`src/rtl/gemm_array_accelerator_pkg.sv`:
```
// -----------------------------------------------------------------------------
// gemm_array_pkg
// Shared definitions for the output-stationary GEMM array:
//   - default width / array-shape constants
//   - FSM state encoding
//   - helper that sign/zero-extends two operands and multiplies them
//   - helper that returns the index of the last tile along one dimension
// -----------------------------------------------------------------------------
package gemm_array_pkg;

    localparam int unsigned DefInDataWidth   = 8;
    localparam int unsigned DefOutDataWidth  = 32;
    localparam int unsigned DefAddrWidth     = 12;
    localparam int unsigned DefSizeAddrWidth = 8;
    localparam int unsigned DefNumRows       = 2;
    localparam int unsigned DefNumCols       = 2;

    typedef enum logic [2:0] {
        ST_IDLE  = 3'd0,
        ST_FETCH = 3'd1,
        ST_DRAIN = 3'd2,
        ST_WRITE = 3'd3,
        ST_DONE  = 3'd4
    } state_e;

    // Extends two width-bit operands (width <= 32) to 64 bits according to
    // is_signed and multiplies them. The low 64 bits of the product of the
    // extended operands equal the correctly extended 2*width-bit product, so a
    // caller may truncate the result to any accumulator width up to 64.
    function automatic logic [63:0] extended_product(
        input logic [31:0]  a,
        input logic [31:0]  b,
        input logic         is_signed,
        input int unsigned  width
    );
        logic [63:0] mask;
        logic [63:0] a_ext;
        logic [63:0] b_ext;
        mask  = (64'd1 << width) - 64'd1;
        a_ext = {32'd0, a} & mask;
        b_ext = {32'd0, b} & mask;
        if (is_signed && (((a_ext >> (width - 1)) & 64'd1) != 64'd0)) begin
            a_ext = a_ext | ~mask;
        end
        if (is_signed && (((b_ext >> (width - 1)) & 64'd1) != 64'd0)) begin
            b_ext = b_ext | ~mask;
        end
        return a_ext * b_ext;
    endfunction

    // Index of the last tile when a dimension of `size` elements is covered by
    // `lanes` parallel lanes, i.e. ceil(size/lanes) - 1. Only meaningful for
    // size > 0; zero sizes never reach the tile loop.
    function automatic int unsigned last_tile_index(
        input int unsigned size,
        input int unsigned lanes
    );
        return (size + lanes - 1) / lanes - 1;
    endfunction

endpackage

```
`src/rtl/gemm_array_accelerator_if.sv`:
```
// -----------------------------------------------------------------------------
// gemm_array_accelerator_if
// Control and scratchpad bus of the GEMM array.
//   control : start_i, signed_i, M/K/N_size_i in; busy_o, done_o out
//   SRAM A  : one address out / read data in per array row
//   SRAM B  : one address out / read data in per array column
//   SRAM C  : one write port per MAC lane (lane index r*NumCols+c)
// Signal suffixes are seen from the accelerator. Modport master is the
// accelerator, modport slave is the host plus memories.
// Instance parameters must match those of the accelerator it connects to.
// -----------------------------------------------------------------------------
interface gemm_array_accelerator_if
    import gemm_array_pkg::*;
#(
    parameter int unsigned InDataWidth   = DefInDataWidth,
    parameter int unsigned OutDataWidth  = DefOutDataWidth,
    parameter int unsigned AddrWidth     = DefAddrWidth,
    parameter int unsigned SizeAddrWidth = DefSizeAddrWidth,
    parameter int unsigned NumRows       = DefNumRows,
    parameter int unsigned NumCols       = DefNumCols
);

    logic                                                start_i;
    logic                                                signed_i;
    logic [SizeAddrWidth-1:0]                            M_size_i;
    logic [SizeAddrWidth-1:0]                            K_size_i;
    logic [SizeAddrWidth-1:0]                            N_size_i;

    logic [NumRows-1:0][AddrWidth-1:0]                   sram_a_addr_o;
    logic [NumCols-1:0][AddrWidth-1:0]                   sram_b_addr_o;
    logic [NumRows-1:0][InDataWidth-1:0]                 sram_a_rdata_i;
    logic [NumCols-1:0][InDataWidth-1:0]                 sram_b_rdata_i;

    logic [NumRows*NumCols-1:0][AddrWidth-1:0]           sram_c_addr_o;
    logic [NumRows*NumCols-1:0][OutDataWidth-1:0]        sram_c_wdata_o;
    logic [NumRows*NumCols-1:0]                          sram_c_we_o;

    logic                                                busy_o;
    logic                                                done_o;

    modport master (
        input  start_i, signed_i, M_size_i, K_size_i, N_size_i,
        input  sram_a_rdata_i, sram_b_rdata_i,
        output sram_a_addr_o, sram_b_addr_o,
        output sram_c_addr_o, sram_c_wdata_o, sram_c_we_o,
        output busy_o, done_o
    );

    modport slave (
        output start_i, signed_i, M_size_i, K_size_i, N_size_i,
        output sram_a_rdata_i, sram_b_rdata_i,
        input  sram_a_addr_o, sram_b_addr_o,
        input  sram_c_addr_o, sram_c_wdata_o, sram_c_we_o,
        input  busy_o, done_o
    );

endinterface

```
`src/rtl/gemm_array_accelerator_mac_pe.sv`:
```
// -----------------------------------------------------------------------------
// gemm_mac_pe
// One MAC lane of the output-stationary array.
//   clk_i, rst_i : clock, synchronous active-high reset
//   a, b         : operands (InDataWidth)
//   is_signed    : 1 = two's complement operands, 0 = unsigned
//   valid        : operands on a/b are live this cycle
//   first        : first term of a dot product; load instead of accumulate
//   acc          : registered accumulator (OutDataWidth, wraps)
// -----------------------------------------------------------------------------
module gemm_mac_pe
    import gemm_array_pkg::*;
#(
    parameter int unsigned InDataWidth  = DefInDataWidth,
    parameter int unsigned OutDataWidth = DefOutDataWidth
) (
    input  logic                    clk_i,
    input  logic                    rst_i,
    input  logic [InDataWidth-1:0]  a,
    input  logic [InDataWidth-1:0]  b,
    input  logic                    is_signed,
    input  logic                    valid,
    input  logic                    first,
    output logic [OutDataWidth-1:0] acc
);

    logic [OutDataWidth-1:0] product;

    always_comb begin
        product = OutDataWidth'(extended_product(32'(a), 32'(b), is_signed, InDataWidth));
    end

    // NOTE: the accumulator is a plain register, not a memory array, so it is
    // cheap to clear on reset; that keeps wdata at 0 out of reset.
    always_ff @(posedge clk_i) begin
        if (rst_i) begin
            acc <= '0;
        end else if (valid) begin
            acc <= first ? product : acc + product;
        end
    end

endmodule

```
`src/rtl/gemm_array_accelerator.sv`:
```
// -----------------------------------------------------------------------------
// gemm_array_accelerator
// Output-stationary GEMM engine, C = A*B, over a NumRows x NumCols MAC array.
// Each output tile of NumRows x NumCols elements is computed in K fetch cycles,
// one drain cycle and one write cycle. Tiles are walked with the column-tile
// index innermost.
//   clk_i : clock
//   rst_i : synchronous active-high reset
//   bus   : control handshake and A/B/C scratchpad ports (master side)
// All bus outputs are decoded from registered state, so they are 0 in IDLE and
// therefore in the cycle after any reset.
// -----------------------------------------------------------------------------
module gemm_array_accelerator
    import gemm_array_pkg::*;
#(
    parameter int unsigned InDataWidth   = DefInDataWidth,
    parameter int unsigned OutDataWidth  = DefOutDataWidth,
    parameter int unsigned AddrWidth     = DefAddrWidth,
    parameter int unsigned SizeAddrWidth = DefSizeAddrWidth,
    parameter int unsigned NumRows       = DefNumRows,
    parameter int unsigned NumCols       = DefNumCols
) (
    input  logic                      clk_i,
    input  logic                      rst_i,
    gemm_array_accelerator_if.master  bus
);

    localparam int unsigned NumLanes = NumRows * NumCols;

    state_e state_q, state_d;

    // Job parameters latched at start; the inputs may change afterwards.
    logic [SizeAddrWidth-1:0] m_size_q, k_size_q, n_size_q;
    logic [SizeAddrWidth-1:0] tm_last_q, tn_last_q;
    logic                     signed_q;

    // Loop counters: k within a tile, (tm, tn) tile coordinates.
    logic [SizeAddrWidth-1:0] k_q, tm_q, tn_q;

    // Fetch k is issued in one cycle and its data arrives in the next, so the
    // MAC enables are the FETCH indication delayed by one cycle.
    logic valid_q, first_q;

    logic start_accept, zero_size, fetch_last, last_tile;

    logic [AddrWidth-1:0] m_idx [NumRows];
    logic [AddrWidth-1:0] n_idx [NumCols];
    logic [NumRows-1:0]   row_ok;
    logic [NumCols-1:0]   col_ok;

    logic [OutDataWidth-1:0] acc [NumLanes];

    logic [NumRows-1:0][AddrWidth-1:0]     a_addr;
    logic [NumCols-1:0][AddrWidth-1:0]     b_addr;
    logic [NumLanes-1:0][AddrWidth-1:0]    c_addr;
    logic [NumLanes-1:0][OutDataWidth-1:0] c_wdata;
    logic [NumLanes-1:0]                   c_we;

    // ------------------------------------------------------------------ FSM
    assign start_accept = (state_q == ST_IDLE) && bus.start_i;
    assign zero_size    = (bus.M_size_i == '0) || (bus.K_size_i == '0) || (bus.N_size_i == '0);
    assign fetch_last   = (k_q == k_size_q - SizeAddrWidth'(1));
    assign last_tile    = (tm_q == tm_last_q) && (tn_q == tn_last_q);

    // NOTE: registers are updated with non-blocking assignments so every
    // flop samples the pre-edge value of every other flop.
    always_ff @(posedge clk_i) begin
        if (rst_i) begin
            state_q <= ST_IDLE;
        end else begin
            state_q <= state_d;
        end
    end

    // NOTE: every output of a combinational block gets a default first, so
    // no path through the case leaves it unassigned and no latch is inferred.
    always_comb begin
        state_d = state_q;
        unique case (state_q)
            ST_IDLE:  if (start_accept) state_d = zero_size ? ST_DONE : ST_FETCH;
            ST_FETCH: if (fetch_last)   state_d = ST_DRAIN;
            ST_DRAIN: state_d = ST_WRITE;
            ST_WRITE: state_d = last_tile ? ST_DONE : ST_FETCH;
            ST_DONE:  state_d = ST_IDLE;
            default:  state_d = ST_IDLE;
        endcase
    end

    // ------------------------------------------------------------- counters
    always_ff @(posedge clk_i) begin
        if (rst_i) begin
            m_size_q  <= '0;
            k_size_q  <= '0;
            n_size_q  <= '0;
            tm_last_q <= '0;
            tn_last_q <= '0;
            signed_q  <= 1'b0;
            k_q       <= '0;
            tm_q      <= '0;
            tn_q      <= '0;
            valid_q   <= 1'b0;
            first_q   <= 1'b0;
        end else begin
            valid_q <= (state_q == ST_FETCH);
            first_q <= (state_q == ST_FETCH) && (k_q == '0);
            unique case (state_q)
                ST_IDLE: begin
                    if (start_accept) begin
                        m_size_q  <= bus.M_size_i;
                        k_size_q  <= bus.K_size_i;
                        n_size_q  <= bus.N_size_i;
                        signed_q  <= bus.signed_i;
                        tm_last_q <= SizeAddrWidth'(last_tile_index(32'(bus.M_size_i), NumRows));
                        tn_last_q <= SizeAddrWidth'(last_tile_index(32'(bus.N_size_i), NumCols));
                        k_q       <= '0;
                        tm_q      <= '0;
                        tn_q      <= '0;
                    end
                end
                ST_FETCH: k_q <= k_q + SizeAddrWidth'(1);
                ST_WRITE: begin
                    k_q <= '0;
                    if (tn_q == tn_last_q) begin
                        tn_q <= '0;
                        tm_q <= tm_q + SizeAddrWidth'(1);
                    end else begin
                        tn_q <= tn_q + SizeAddrWidth'(1);
                    end
                end
                default: ;
            endcase
        end
    end

    // ------------------------------------------------------ lane coordinates
    // Global row/column of each lane in the current tile and whether it lies
    // inside the matrix; out-of-range lanes are masked on every port.
    always_comb begin
        for (int r = 0; r < NumRows; r++) begin
            m_idx[r]  = AddrWidth'(tm_q) * AddrWidth'(NumRows) + AddrWidth'(r);
            row_ok[r] = m_idx[r] < AddrWidth'(m_size_q);
        end
        for (int c = 0; c < NumCols; c++) begin
            n_idx[c]  = AddrWidth'(tn_q) * AddrWidth'(NumCols) + AddrWidth'(c);
            col_ok[c] = n_idx[c] < AddrWidth'(n_size_q);
        end
    end

    // -------------------------------------------------- address/write decode
    always_comb begin
        a_addr  = '0;
        b_addr  = '0;
        c_addr  = '0;
        c_wdata = '0;
        c_we    = '0;
        if (state_q == ST_FETCH) begin
            for (int r = 0; r < NumRows; r++) begin
                if (row_ok[r]) a_addr[r] = m_idx[r] * AddrWidth'(k_size_q) + AddrWidth'(k_q);
            end
            for (int c = 0; c < NumCols; c++) begin
                if (col_ok[c]) b_addr[c] = AddrWidth'(k_q) * AddrWidth'(n_size_q) + n_idx[c];
            end
        end
        if (state_q == ST_WRITE) begin
            for (int r = 0; r < NumRows; r++) begin
                for (int c = 0; c < NumCols; c++) begin
                    if (row_ok[r] && col_ok[c]) begin
                        c_we[r*NumCols+c]    = 1'b1;
                        c_addr[r*NumCols+c]  = m_idx[r] * AddrWidth'(n_size_q) + n_idx[c];
                        c_wdata[r*NumCols+c] = acc[r*NumCols+c];
                    end
                end
            end
        end
    end

    assign bus.sram_a_addr_o  = a_addr;
    assign bus.sram_b_addr_o  = b_addr;
    assign bus.sram_c_addr_o  = c_addr;
    assign bus.sram_c_wdata_o = c_wdata;
    assign bus.sram_c_we_o    = c_we;
    assign bus.busy_o         = (state_q == ST_FETCH) || (state_q == ST_DRAIN) || (state_q == ST_WRITE);
    assign bus.done_o         = (state_q == ST_DONE);

    // ------------------------------------------------------------ MAC array
    // Row lane r shares A read port r, column lane c shares B read port c.
    for (genvar r = 0; r < NumRows; r++) begin : g_row
        for (genvar c = 0; c < NumCols; c++) begin : g_col
            gemm_mac_pe #(
                .InDataWidth  (InDataWidth),
                .OutDataWidth (OutDataWidth)
            ) u_pe (
                .clk_i     (clk_i),
                .rst_i     (rst_i),
                .a         (bus.sram_a_rdata_i[r]),
                .b         (bus.sram_b_rdata_i[c]),
                .is_signed (signed_q),
                .valid     (valid_q),
                .first     (first_q),
                .acc       (acc[r*NumCols+c])
            );
        end
    end

endmodule
```
`src/flat_wrapper.sv`:
```
// flat-port wrapper written by rule: the top's interface ports become plain ports
module gemm_array_accelerator_flat import gemm_array_pkg::*;
#(
    parameter int unsigned InDataWidth   = DefInDataWidth,
    parameter int unsigned OutDataWidth  = DefOutDataWidth,
    parameter int unsigned AddrWidth     = DefAddrWidth,
    parameter int unsigned SizeAddrWidth = DefSizeAddrWidth,
    parameter int unsigned NumRows       = DefNumRows,
    parameter int unsigned NumCols       = DefNumCols
)
  (clk_i, rst_i, bus_start_i, bus_signed_i, bus_M_size_i, bus_K_size_i, bus_N_size_i, bus_sram_a_rdata_i, bus_sram_b_rdata_i, bus_sram_a_addr_o, bus_sram_b_addr_o, bus_sram_c_addr_o, bus_sram_c_wdata_o, bus_sram_c_we_o, bus_busy_o, bus_done_o);
  gemm_array_accelerator_if #(.InDataWidth(InDataWidth), .OutDataWidth(OutDataWidth), .AddrWidth(AddrWidth), .SizeAddrWidth(SizeAddrWidth), .NumRows(NumRows), .NumCols(NumCols)) bus_i ();
  input  logic clk_i;
  input  logic rst_i;
  input wire logic [$bits(bus_i.start_i)-1:0] bus_start_i;
  input wire logic [$bits(bus_i.signed_i)-1:0] bus_signed_i;
  input wire logic [$bits(bus_i.M_size_i)-1:0] bus_M_size_i;
  input wire logic [$bits(bus_i.K_size_i)-1:0] bus_K_size_i;
  input wire logic [$bits(bus_i.N_size_i)-1:0] bus_N_size_i;
  input wire logic [$bits(bus_i.sram_a_rdata_i)-1:0] bus_sram_a_rdata_i;
  input wire logic [$bits(bus_i.sram_b_rdata_i)-1:0] bus_sram_b_rdata_i;
  output wire logic [$bits(bus_i.sram_a_addr_o)-1:0] bus_sram_a_addr_o;
  output wire logic [$bits(bus_i.sram_b_addr_o)-1:0] bus_sram_b_addr_o;
  output wire logic [$bits(bus_i.sram_c_addr_o)-1:0] bus_sram_c_addr_o;
  output wire logic [$bits(bus_i.sram_c_wdata_o)-1:0] bus_sram_c_wdata_o;
  output wire logic [$bits(bus_i.sram_c_we_o)-1:0] bus_sram_c_we_o;
  output wire logic [$bits(bus_i.busy_o)-1:0] bus_busy_o;
  output wire logic [$bits(bus_i.done_o)-1:0] bus_done_o;
  assign bus_i.start_i = bus_start_i;
  assign bus_i.signed_i = bus_signed_i;
  assign bus_i.M_size_i = bus_M_size_i;
  assign bus_i.K_size_i = bus_K_size_i;
  assign bus_i.N_size_i = bus_N_size_i;
  assign bus_i.sram_a_rdata_i = bus_sram_a_rdata_i;
  assign bus_i.sram_b_rdata_i = bus_sram_b_rdata_i;
  assign bus_sram_a_addr_o = bus_i.sram_a_addr_o;
  assign bus_sram_b_addr_o = bus_i.sram_b_addr_o;
  assign bus_sram_c_addr_o = bus_i.sram_c_addr_o;
  assign bus_sram_c_wdata_o = bus_i.sram_c_wdata_o;
  assign bus_sram_c_we_o = bus_i.sram_c_we_o;
  assign bus_busy_o = bus_i.busy_o;
  assign bus_done_o = bus_i.done_o;
  gemm_array_accelerator #(.InDataWidth(InDataWidth), .OutDataWidth(OutDataWidth), .AddrWidth(AddrWidth), .SizeAddrWidth(SizeAddrWidth), .NumRows(NumRows), .NumCols(NumCols)) u_core (.clk_i(clk_i), .rst_i(rst_i), .bus(bus_i));
endmodule
```
`config.mk`:
```
export PLATFORM = sky130hd
export DESIGN_NAME = gemm_array_accelerator_flat
export DESIGN_NICKNAME = d
export VERILOG_FILES = /design/src/rtl/gemm_array_accelerator_pkg.sv /design/src/rtl/gemm_array_accelerator_if.sv /design/src/rtl/gemm_array_accelerator_mac_pe.sv /design/src/rtl/gemm_array_accelerator.sv /design/src/flat_wrapper.sv
export SDC_FILE = /design/constraint.sdc
export NUM_CORES = 2
export LEC_CHECK = 0
export CAP_MARGIN = 10
export CORE_UTILIZATION = 64
export CTS_BUF_LIST = sky130_fd_sc_hd__clkbuf_16
export DETAILED_ROUTE_END_ITERATION = 10
export GPL_TIMING_DRIVEN = 0
export PLACE_DENSITY = 0.85
export RECOVER_POWER = 100
export SYNTH_ARGS = -nofsm -noshare
export SYNTH_HDL_FRONTEND = slang
export SYNTH_SLANG_ARGS = --single-unit
export TNS_END_PERCENT = 10
```
`constraint.sdc`:
```
create_clock -name clk_i -period 13.7 [get_ports clk_i]
set_input_delay 2.055 -clock clk_i [delete_from_list [all_inputs] [get_ports clk_i]]
set_output_delay 2.055 -clock clk_i [all_outputs]
set_load 0.005 [all_outputs]
```
==> metrics.md <==
| Metric | Value |
|---|---|
| Status | `finished, final reports clean` |
| Synth Area in Simple Gates | `0.153` |
| CP Buf/Inv Count | `4` |
| Met1 Wirelength | `67.4 mm` |
| Drt via density | `6.07` |
| Share of layout cells above drive strength 1 | `0.0109` |
| Most used DFF post-synth | `dfxtp_1` |
| FMAX | `0.0761 GHz` |
| Detailed-placement wirelength estimate | `154 mm` |
| Slowest-stage cell, CP | `xnor2_1` |
| Port Buffers | `283` |
| Routed wl met2 | `83.2 mm` |
| Worst hold path type | `register to register` |
| Synth top cells by count | `inv_1, fa_1, ha_1, nand2_1, nor2_1` |
| Root Buffer Master | `clkbuf_16` |
| Total number of vias | `47600` |
| Clk Latency, worst-skew pair | `480 ps` |
| Hold slack final | `463 ps` |
| Die Y | `298 um` |
| GRT Overall Usage | `0.408` |
| Highest metal used | `met5` |
| XOR/XNOR share of the synthesized area | `0.0695` |
| Mux contribution to synthesized area | `0.00379` |
| Count of cell types in the netlist | `93` |
| Mapped cell area | `0.0561 mm2` |
| Reg clk slew, reported paths | `80 ps` |
| FILL cells | `6806` |
| Final min period | `13140 ps` |
| CP Capture Type | `register` |
| CP delay by family, top | `adder cells` |
| Post-route ant nets | `0` |
| Final wirelength | `181 mm` |
| DR pass1 iterations | `9` |
| Reg area | `0.00396 mm2` |
| Largest family of logic cells by synthesized area | `adder cells` |
| Static Leak | `31.2 nW` |
| H-tree levels | `4` |
| Antenna violations before repair | `2` |
| Adder-cell share of the synthesized area | `0.496` |
| Setup bufs post-CTS | `0` |
| Initial cell density of the core | `0.646` |
| Syn. warnings | `0` |
| Setup Viol. Count Final | `0` |
| Cell count after synthesis | `6379` |
| PwrDens | `121 mW/mm2` |
| Most frequent cell on the critical path | `fa_1` |
| Maximum number of pins on one net before global-route repair | `20` |
| Core box area | `0.0868 mm2` |
| Cts hold-fix bufs | `0` |
| Seq cells post-synth | `198` |
| Largest area contributor in the netlist | `fa_1` |
| # Max-Cap Violations | `0` |
| Diode count | `0` |
| Max incr delay on CP | `730 ps` |
| GR Overflow Total | `0` |
| Crit path DAT | `13520 ps` |
| Metal3 WL | `16.0 mm` |
| WS Path Type | `input pin to register` |
| Die Span X | `298 um` |
| Area contributors post-synth | `fa_1, ha_1, dfxtp_1` |
| Final nets | `8416` |
| Critical path fanouts, max | `10` |
| Final hold violation count | `0` |
| Max-slew violations | `0` |
| EDFF count, synth | `0` |
| Post-synthesis compound-gate area fraction | `0.125` |
| Post_cts resized | `0` |
| TritonCTS clock tree | `done` |
| Global-route wire length before repair | `276 mm` |
| Final RePlAce weighted congestion | `1.03` |
| Slew @ Worst Pin | `1340 ps` |
| Synthesized Nets | `8114` |
| DR WL/cell | `23.0 um` |
| Vias in the first global route | `49100` |
| Drt first-iter violations | `4165` |
| Num CTS Buffers | `17` |
| Slew HR | `0.102` |
| CTS max path bufs | `2` |
| FP Rows | `108` |
| Finished Core Util | `0.701` |
| Area growth from synthesis to layout | `8.51%` |
| Final period utilization | `0.959` |
| Synth top area share | `0.325` |
| Setup tns final | `0 ps` |
| Sequential-to-total area share from yosys stat | `0.0707` |
| Peak supply drop | `125 uV` |
| Die Area | `0.0888 mm2` |
| RSZ-0062 raised after global routing | `no` |
| Critical Path RT | `14090 ps` |
| Ys async rst share | `0` |
| Critical path launch point type | `input pin` |
| I/O pin cnt | `290` |
| Clk_skew | `17.9 ps` |
| Synth Area per Inst | `8.79 um2` |
| DRC | `0` |
| Area taken by multi-input logic gates | `0.0474 mm2` |
| Clk sink count | `198` |
| Most common cell in the netlist | `inv_1` |
[worst min-delay path, delay by kind of cell, from the launching register on]
kind / cells / cell delay [ps]
DFF: 1 / 310
and+or+nand+nor: 1 / 50
AOI/OAI and AO/OA: 1 / 50
[state kept, by name, indices dropped and copies added, names as in the netlist]
register / cells
u_core.first_q: 1
u_core.g_row.g_col.u_pe.acc: 128
u_core.k_q: 8
u_core.k_size_q: 8
u_core.m_size_q: 8
u_core.n_size_q: 8
u_core.signed_q: 1
u_core.state_q: 3
u_core.tm_last_q: 8
u_core.tm_q: 8
u_core.tn_last_q: 8
u_core.tn_q: 8
u_core.valid_q: 1
[layer usage]
metal,GRT usage,up-vias
met5,0,-
li1,-,21300
met2,0.670,2397
met4,0.268,2
met1,0.492,23300
met3,0.0745,665
[path summary, 6_finish.rpt]
path	start	end	depth (start not counted)	slack, ps
worst max-delay path	bus_sram_b_rdata_i[15]	u_core.g_row[1].g_col[1].u_pe.acc[31]	34	560
worst min-delay path	u_core.m_size_q[0]	u_core.m_size_q[0]	2	460
worst max register to register	u_core.signed_q	u_core.g_row[1].g_col[1].u_pe.acc[31]	34	1700
worst min register to register	u_core.m_size_q[0]	u_core.m_size_q[0]	2	460
[layout make-up]
cell class,instances,area share
Clock buffer,17,0.00699
Tap cell,1155,0.0238
Inverter,980,0.0605
Sequential cell,198,0.0652
Buffer,244,0.0152
Multi-Input combinational cell,4957,0.779
Timing Repair Buffer,283,0.0466
Clock inverter,14,0.00237
[per-stage QoR]
stage / area, um2 / power (mW) / cells / setup WS [ps]
2_1_floorplan: 56100 / 5.11 / 6379 / 2700
3_3_place_gp: 60300 / 6.50 / 7817 / 761
3_5_place_dp: 60300 / 6.66 / 7817 / 502
4_1_cts: 60900 / 7.22 / 7848 / 960
5_1_grt: 60800 / 7.97 / 7848 / 180
6_report: 60800 / 7.37 / 7848 / 565
[power breakdown]
group	switching (mW)	leakage [nW]	internal (mW)
Sequential	0.0733	1.62	0.637
Combinational	3.76	29.3	2.38
Clock	0.286	0.267	0.241
Total	4.12	31.2	3.25
[cell families (layout without fill, tap and decap cells)]
kind of cell / count (synthesis) / count (layout)
adders and majority gates: 1677 / 1677
AOI/OAI and AO/OA: 1056 / 1056
DFF: 198 / 198
buffers and inverters: 1224 / 1538
muxes: 21 / 21
other: 1 / 1
and+or+nand+nor: 1757 / 1757
xor gates and xnor gates: 445 / 445
[cells in the final DEF (no fill, tap or decap), types with 19 or more instances in the layout]
cell / n
clkbuf_1: 224
a311oi_1: 31
a21oi_1: 320
o21ai_1: 23
clkdlybuf4s50_1: 155
xnor2_1: 295
nor2b_1: 57
and2_0: 124
a31oi_1: 30
nor2_1: 431
dfxtp_1: 198
o21bai_1: 49
a21o_1: 151
a211oi_1: 69
nand2_1: 485
nand4_1: 25
nor3_1: 82
and2_1: 264
nand2b_1: 48
dlygate4sd3_1: 128
mux2i_1: 19
o21a_1: 54
inv_1: 976
and3_1: 71
nand3_1: 79
o211ai_1: 37
o21ai_0: 152
xor2_1: 150
fa_1: 910
ha_1: 765
Power figures use the tool's default switching activity.
